### src/rtl/cache_axi_burst.sv
// rtl/cache_axi_burst.sv - 512-bit cache block refill / write-back over 16-beat AXI4 INCR bursts
// Refill assembles R beats into o_data_block; write-back streams a latched victim block.
module cache_axi_burst #(
  parameter int AXI_ADDR_WIDTH = 32,
  parameter int AXI_DATA_WIDTH = 32,
  parameter int BLOCK_WIDTH    = 512
) (
  input  logic                      clk,
  input  logic                      arst,
  input  logic                      i_start_read,
  input  logic                      i_start_write,
  input  logic [AXI_ADDR_WIDTH-1:0] i_addr,
  input  logic [BLOCK_WIDTH-1:0]    i_data_block,
  output logic [BLOCK_WIDTH-1:0]    o_data_block,
  output logic                      o_busy,
  output logic                      o_done,
  output logic                      o_error,
  output logic                      o_ar_valid,
  input  logic                      i_ar_ready,
  output logic [AXI_ADDR_WIDTH-1:0] o_ar_addr,
  output logic                      o_aw_valid,
  input  logic                      i_aw_ready,
  output logic [AXI_ADDR_WIDTH-1:0] o_aw_addr,
  output logic [7:0]                o_ax_len,
  output logic [2:0]                o_ax_size,
  output logic [1:0]                o_ax_burst,
  input  logic                      i_r_valid,
  output logic                      o_r_ready,
  input  logic [AXI_DATA_WIDTH-1:0] i_r_data,
  input  logic                      i_r_last,
  input  logic [1:0]                i_r_resp,
  output logic                      o_w_valid,
  input  logic                      i_w_ready,
  output logic [AXI_DATA_WIDTH-1:0] o_w_data,
  output logic [3:0]                o_w_strb,
  output logic                      o_w_last,
  input  logic                      i_b_valid,
  output logic                      o_b_ready,
  input  logic [1:0]                i_b_resp
);

  localparam int BEATS = BLOCK_WIDTH / AXI_DATA_WIDTH;
  localparam int CNT_W = $clog2(BEATS);
  localparam int OFS_W = $clog2(BLOCK_WIDTH / 8);
  localparam logic [CNT_W-1:0] LAST_BEAT = CNT_W'(BEATS - 1);

  typedef enum logic [2:0] {
    IDLE    = 3'd0,
    RD_ADDR = 3'd1,
    RD_DATA = 3'd2,
    WR_ADDR = 3'd3,
    WR_DATA = 3'd4,
    WR_RESP = 3'd5
  } state_t;

  state_t                    state, state_nxt;
  logic [CNT_W-1:0]          beat;
  logic [AXI_ADDR_WIDTH-1:0] addr_q;
  logic [BLOCK_WIDTH-1:0]    wblk_q;
  logic [BLOCK_WIDTH-1:0]    rblk_q;
  logic                      done_q;
  logic                      error_q;
  logic                      err_pend;

  logic start_wr, start_rd;
  logic ar_hs, aw_hs, r_hs, r_end, w_hs, b_hs;
  logic unused_addr_bits;

  assign unused_addr_bits = ^i_addr[OFS_W-1:0];

  // Write has priority; a simultaneous read request is dropped, not queued.
  assign start_wr = (state == IDLE) && i_start_write;
  assign start_rd = (state == IDLE) && i_start_read && !i_start_write;

  assign ar_hs = (state == RD_ADDR) && i_ar_ready;
  assign aw_hs = (state == WR_ADDR) && i_aw_ready;
  assign r_hs  = (state == RD_DATA) && i_r_valid;
  assign r_end = r_hs && (i_r_last || (beat == LAST_BEAT));
  assign w_hs  = (state == WR_DATA) && i_w_ready;
  assign b_hs  = (state == WR_RESP) && i_b_valid;

  always_ff @(posedge clk or negedge arst) begin
    if (!arst) state <= IDLE;
    else       state <= state_nxt;
  end

  always_comb begin
    state_nxt = state;
    case (state)
      IDLE: begin
        if (start_wr)      state_nxt = WR_ADDR;
        else if (start_rd) state_nxt = RD_ADDR;
      end
      RD_ADDR: if (ar_hs) state_nxt = RD_DATA;
      RD_DATA: if (r_end) state_nxt = IDLE;
      WR_ADDR: if (aw_hs) state_nxt = WR_DATA;
      WR_DATA: if (w_hs && (beat == LAST_BEAT)) state_nxt = WR_RESP;
      WR_RESP: if (b_hs) state_nxt = IDLE;
      default: state_nxt = IDLE;
    endcase
  end

  always_comb begin
    o_ar_valid = 1'b0;
    o_aw_valid = 1'b0;
    o_r_ready  = 1'b0;
    o_w_valid  = 1'b0;
    o_b_ready  = 1'b0;
    o_busy     = (state != IDLE);
    case (state)
      RD_ADDR: o_ar_valid = 1'b1;
      RD_DATA: o_r_ready  = 1'b1;
      WR_ADDR: o_aw_valid = 1'b1;
      WR_DATA: o_w_valid  = 1'b1;
      WR_RESP: o_b_ready  = 1'b1;
      default: ;
    endcase
  end

  // Datapath: beat counter, latched request, refill assembly and completion status.
  always_ff @(posedge clk or negedge arst) begin
    if (!arst) begin
      beat     <= '0;
      addr_q   <= '0;
      wblk_q   <= '0;
      rblk_q   <= '0;
      done_q   <= 1'b0;
      error_q  <= 1'b0;
      err_pend <= 1'b0;
    end else begin
      done_q <= r_end || b_hs;
      if (start_wr || start_rd) begin
        addr_q   <= {i_addr[AXI_ADDR_WIDTH-1:OFS_W], {OFS_W{1'b0}}};
        beat     <= '0;
        error_q  <= 1'b0;
        err_pend <= 1'b0;
      end
      if (start_wr) wblk_q <= i_data_block;
      if (r_hs) begin
        rblk_q[int'(beat)*AXI_DATA_WIDTH +: AXI_DATA_WIDTH] <= i_r_data;
        beat <= beat + 1'b1;
        if (i_r_resp != 2'b00) err_pend <= 1'b1;
      end
      // Publish the accumulated status together with the done pulse.
      if (r_end)
        error_q <= err_pend || (i_r_resp != 2'b00) || (i_r_last != (beat == LAST_BEAT));
      if (w_hs) beat <= beat + 1'b1;
      if (b_hs) error_q <= err_pend || (i_b_resp != 2'b00);
    end
  end

  assign o_data_block = rblk_q;
  assign o_done       = done_q;
  assign o_error      = error_q;
  assign o_ar_addr    = addr_q;
  assign o_aw_addr    = addr_q;
  assign o_ax_len     = 8'(BEATS - 1);
  assign o_ax_size    = 3'b010;
  assign o_ax_burst   = 2'b01;
  assign o_w_data     = wblk_q[int'(beat)*AXI_DATA_WIDTH +: AXI_DATA_WIDTH];
  assign o_w_strb     = 4'hF;
  assign o_w_last     = (state == WR_DATA) && (beat == LAST_BEAT);

endmodule
### config.mk
export PLATFORM = sky130hd
export DESIGN_NAME = cache_axi_burst
export DESIGN_NICKNAME = d
export VERILOG_FILES = /design/src/rtl/cache_axi_burst.sv
export SDC_FILE = /design/constraint.sdc
export NUM_CORES = 2
export LEC_CHECK = 0
export ABC_AREA = 1
export ABC_CLOCK_PERIOD_IN_PS = 6400
export CAP_MARGIN = 20
export CORE_AREA = 2 2 476 478
export CTS_BUF_LIST = sky130_fd_sc_hd__clkbuf_16
export DETAILED_ROUTE_END_ITERATION = 10
export DIE_AREA = 0 0 478 480
export GPL_TIMING_DRIVEN = 0
export SYNTH_ARGS = -nofsm -noshare
export SYNTH_HDL_FRONTEND = slang
export SYNTH_SLANG_ARGS = --single-unit
### constraint.sdc
create_clock -name clk -period 6.4 [get_ports clk]
set_input_delay 1.6 -clock clk [delete_from_list [all_inputs] [get_ports clk]]
set_output_delay 1.6 -clock clk [all_outputs]
set_load 0.005 [all_outputs]
==> results.md <==
* Status: finished, violations left
* Failing checks: setup timing
* Fmax at 155 MHz
* Slew of the pin with the lowest slew margin at 1260 ps
* Via count at 47900
* Placed Cells incl. Taps at about 9900
* Worst path required time at 4800 ps
* Vias in the first global route at between 40000 and 50000
* Final period utilization at 1.01
* Final ANT Viol Nets at 0
* Crit path DAT at 4870 ps
* Final non-filler cell total at 10100
* Skew final at around 47 ps
* GRT Resource Usage Total at 0.255
* Crit path launch type: register
* CP Capture Type: primary output
* Sequential share of the synthesized area at 0.569
* Sw Ratio at 0.446
* GRT Residual Overflow at 0
* Slew HR at 0.161
* Post-synth EDFFs at 0
* Root buf cell: clkbuf_16
* Finished layout cell area at 67200 um^2
* Die span in y at 480 um
* Core Area at around 220000 um^2
* Starting Density at 0.208
* Area delta synth->final at 44.1%
* NetSw at ~14000 uW
* Share of layout cells above drive strength 1 at 0.0697
* Vias per cell at 4.73
* CP max stage delay at 970 ps
* Comb pwr share at 0.424
* Hold WC Path Type: register to register
* Initial antenna violation count at 82
* WL per Instance at 29.8 um
* Remaining DRCs at 0
* Count leader, synth: nand2_1
* Netlist cell types at 32
* Sink Count at 1060
* RSZ-0062 raised after global routing: false
* Die W at 478 um
* Power density over cell area at 451 nW/um^2
* # Post-CTS Setup Buffers at 0
* FP Rows at 174
* Pint at 16800 uW
* Port-buffer cells at 1188
* Setup WS post-layout at -69.0 ps
* Synth top cells by count: nand2_1 (1879), dfrtp_1 (1060), o21ai_0 (558)
* Reg2reg path depth at 11
* Synth Register Bits at 1060
* Leading area contributor after synthesis: dfrtp_1
* Clk buf depth at 3
* CTS tree: done
* Critical Path Fanout Max at 10
* Avg Cell Area, Syn at 8.27 um^2
* # IOs at 1224
* Dpl ws at ~700 ps
* Gpl congestion at 0.981
* Die area at 229000 um^2
* Crit path time final at 6470 ps
* Worst VDD drop at 0.000266 V
* DRT iter0 DRCs at 5100
* Global-route wire length before repair at 401000 um
* Worst path slowest cell: clkbuf_1
* Fin. max-slew vios at 0
* Clk slew on worst S/H paths at 60 ps
* Post-Route Utilization at 0.300
* Asr flop ratio synth at 1.00
* Worst hold slack at ~470 ps
* Synth Flop Type: dfrtp_1
* Crit Path Class: register to primary output
* Synth top area cells: dfrtp_1 (57%), nand2_1 (15%), o21ai_0 (6.0%)
* Drt pass-1 iters at 6
* Final number of hold-violating endpoints at 0
* Setup violators final at 2
* Post-Synthesis Cell Area at 46600 um^2
* Leak Pwr at 0.0314 uW
* Clock share of power at 0.255
* Drt total wl at 302000 um
* H-tree depth at 4
* Largest net degree at the start of global routing at 174
* CP Cell Sequence: buf_2 -> buf_2 -> clkbuf_1 -> o21ai_0 -> nand3_1 -> nand3_1 -> nand2_1 -> clkdlybuf4s50_1
* Layout net count at 7600
* Hold Path Stages at 2
* Fill cell count at about 24000
* Max-Cap Viols at 0
* Placed standard-cell area at around 63000 um^2
* CTS buffer count at 130
* Detailed placement HPWL at 247000 um
* Clk_lat worst skew at 810 ps
* Yosys warns at 0
* Register share of total power at 0.321
* Syn Inst Count at between 5000 and 6000
* Share of the synthesized area in the top cell type at 0.569
[kinds of logic after synthesis]
kind of cell	after synthesis	share of synthesized area
flops	1060	0.569
simple gates	2749	0.238
other cells	2	0.000161
fa+ha+maj	7	0.00188
xor+xnor	2	0.000376
compound gates	970	0.111
buf+inv	850	0.0791
[placed cells by master, fill, tap and decap left out, types with 2 or more instances in the layout]
| cell type | count |
|---|---|
| inv_1 | 430 |
| clkdlybuf4s50_1 | 1187 |
| clkinv_16 | 7 |
| nand4_2 | 3 |
| inv_6 | 4 |
| nand2_2 | 5 |
| dfrtp_1 | 1060 |
| inv_16 | 4 |
| o21ai_0 | 558 |
| nand2_4 | 5 |
| buf_6 | 3 |
| buf_16 | 8 |
| clkbuf_16 | 131 |
| nand4_1 | 34 |
| nor2_1 | 360 |
| bufinv_16 | 14 |
| buf_2 | 186 |
| buf_8 | 4 |
| conb_1 | 29 |
| nor3_1 | 77 |
| inv_2 | 5 |
| clkinv_2 | 15 |
| ha_1 | 7 |
| clkinvlp_4 | 5 |
| diode_2 | 38 |
| nor2_2 | 9 |
| o21ai_1 | 61 |
| o22ai_1 | 3 |
| buf_4 | 70 |
| a21oi_1 | 218 |
| clkinv_8 | 2 |
| buf_1 | 28 |
| nand3_1 | 371 |
| nand2_1 | 1879 |
| o211ai_1 | 128 |
| nor2_4 | 4 |
| clkbuf_2 | 4 |
| clkbuf_1 | 153 |
| clkinv_1 | 23 |
[sequential cells by signal (all words and copies together) (netlist names)]
signal / cells
beat: 4
err_pend: 1
o_ar_addr: 26
o_data_block: 512
o_done: 1
o_error: 1
state: 3
wblk_q: 512
[power groups by stage]
stage	registers (uW)	logic, uW	clock network, uW
global route	9890	13500	8110
floorplan	9420	5450	0
CTS	9700	12700	7850
global placement	9910	12500	0
detailed placement	9800	12700	0
finish	9730	12900	7720
[cell type report]
cell class                      instances  area (um^2)  area share
Multi-Input combinational cell       3757        16500       0.246
Sequential cell                      1060        26500       0.395
Timing Repair Buffer                 1205        12200       0.182
Buffer                                440         2160      0.0322
Tap cell                             2992         3740      0.0557
Clock inverter                        103         1100      0.0164
Clock buffer                          131         3280      0.0488
Antenna cell                           38         95.1     0.00142
Inverter                              409         1540      0.0229
[final timing paths]
kind	from	endpoint	slack, ps
max in group asynchronous	arst	o_ar_addr[21]	3370
max reg2reg	beat[1]	o_data_block[313]	1030
min	o_data_block[407]	o_data_block[407]	470
min reg2reg	o_data_block[407]	o_data_block[407]	470
min in group asynchronous	arst	o_data_block[79]	760
max	beat[0]	o_w_data[21]	-70
[worst max-delay path: cells and delay by family, from the launching register on]
family          cells  cell delay (ps)
buf+inv             4             2430
simple gates        3              660
compound gates      1              540
flops               1              430
[stage by stage]
stage          setup TNS (ps)  power [uW]
6_report                -97.1       30300
3_3_place_gp                -       22400
4_1_cts                     0       30300
5_1_grt                     0       31500
2_1_floorplan               0       14900
3_5_place_dp                0       22500
[layer usage]
metal,part of all wire,global-route usage
met4,0.086,0.193
met2,0.48,0.435
met1,0.35,0.278
met5,0.00024,0
met3,0.081,0.0542
[what timing repair did]
action,4_1_cts,5_1_grt
hold buffers,0,0
gates resized for setup,7,0
setup endpoints to repair,8,0
endpoints found under the hold margin,0,0
No activity file was read; power rests on OpenSTA's default activity.
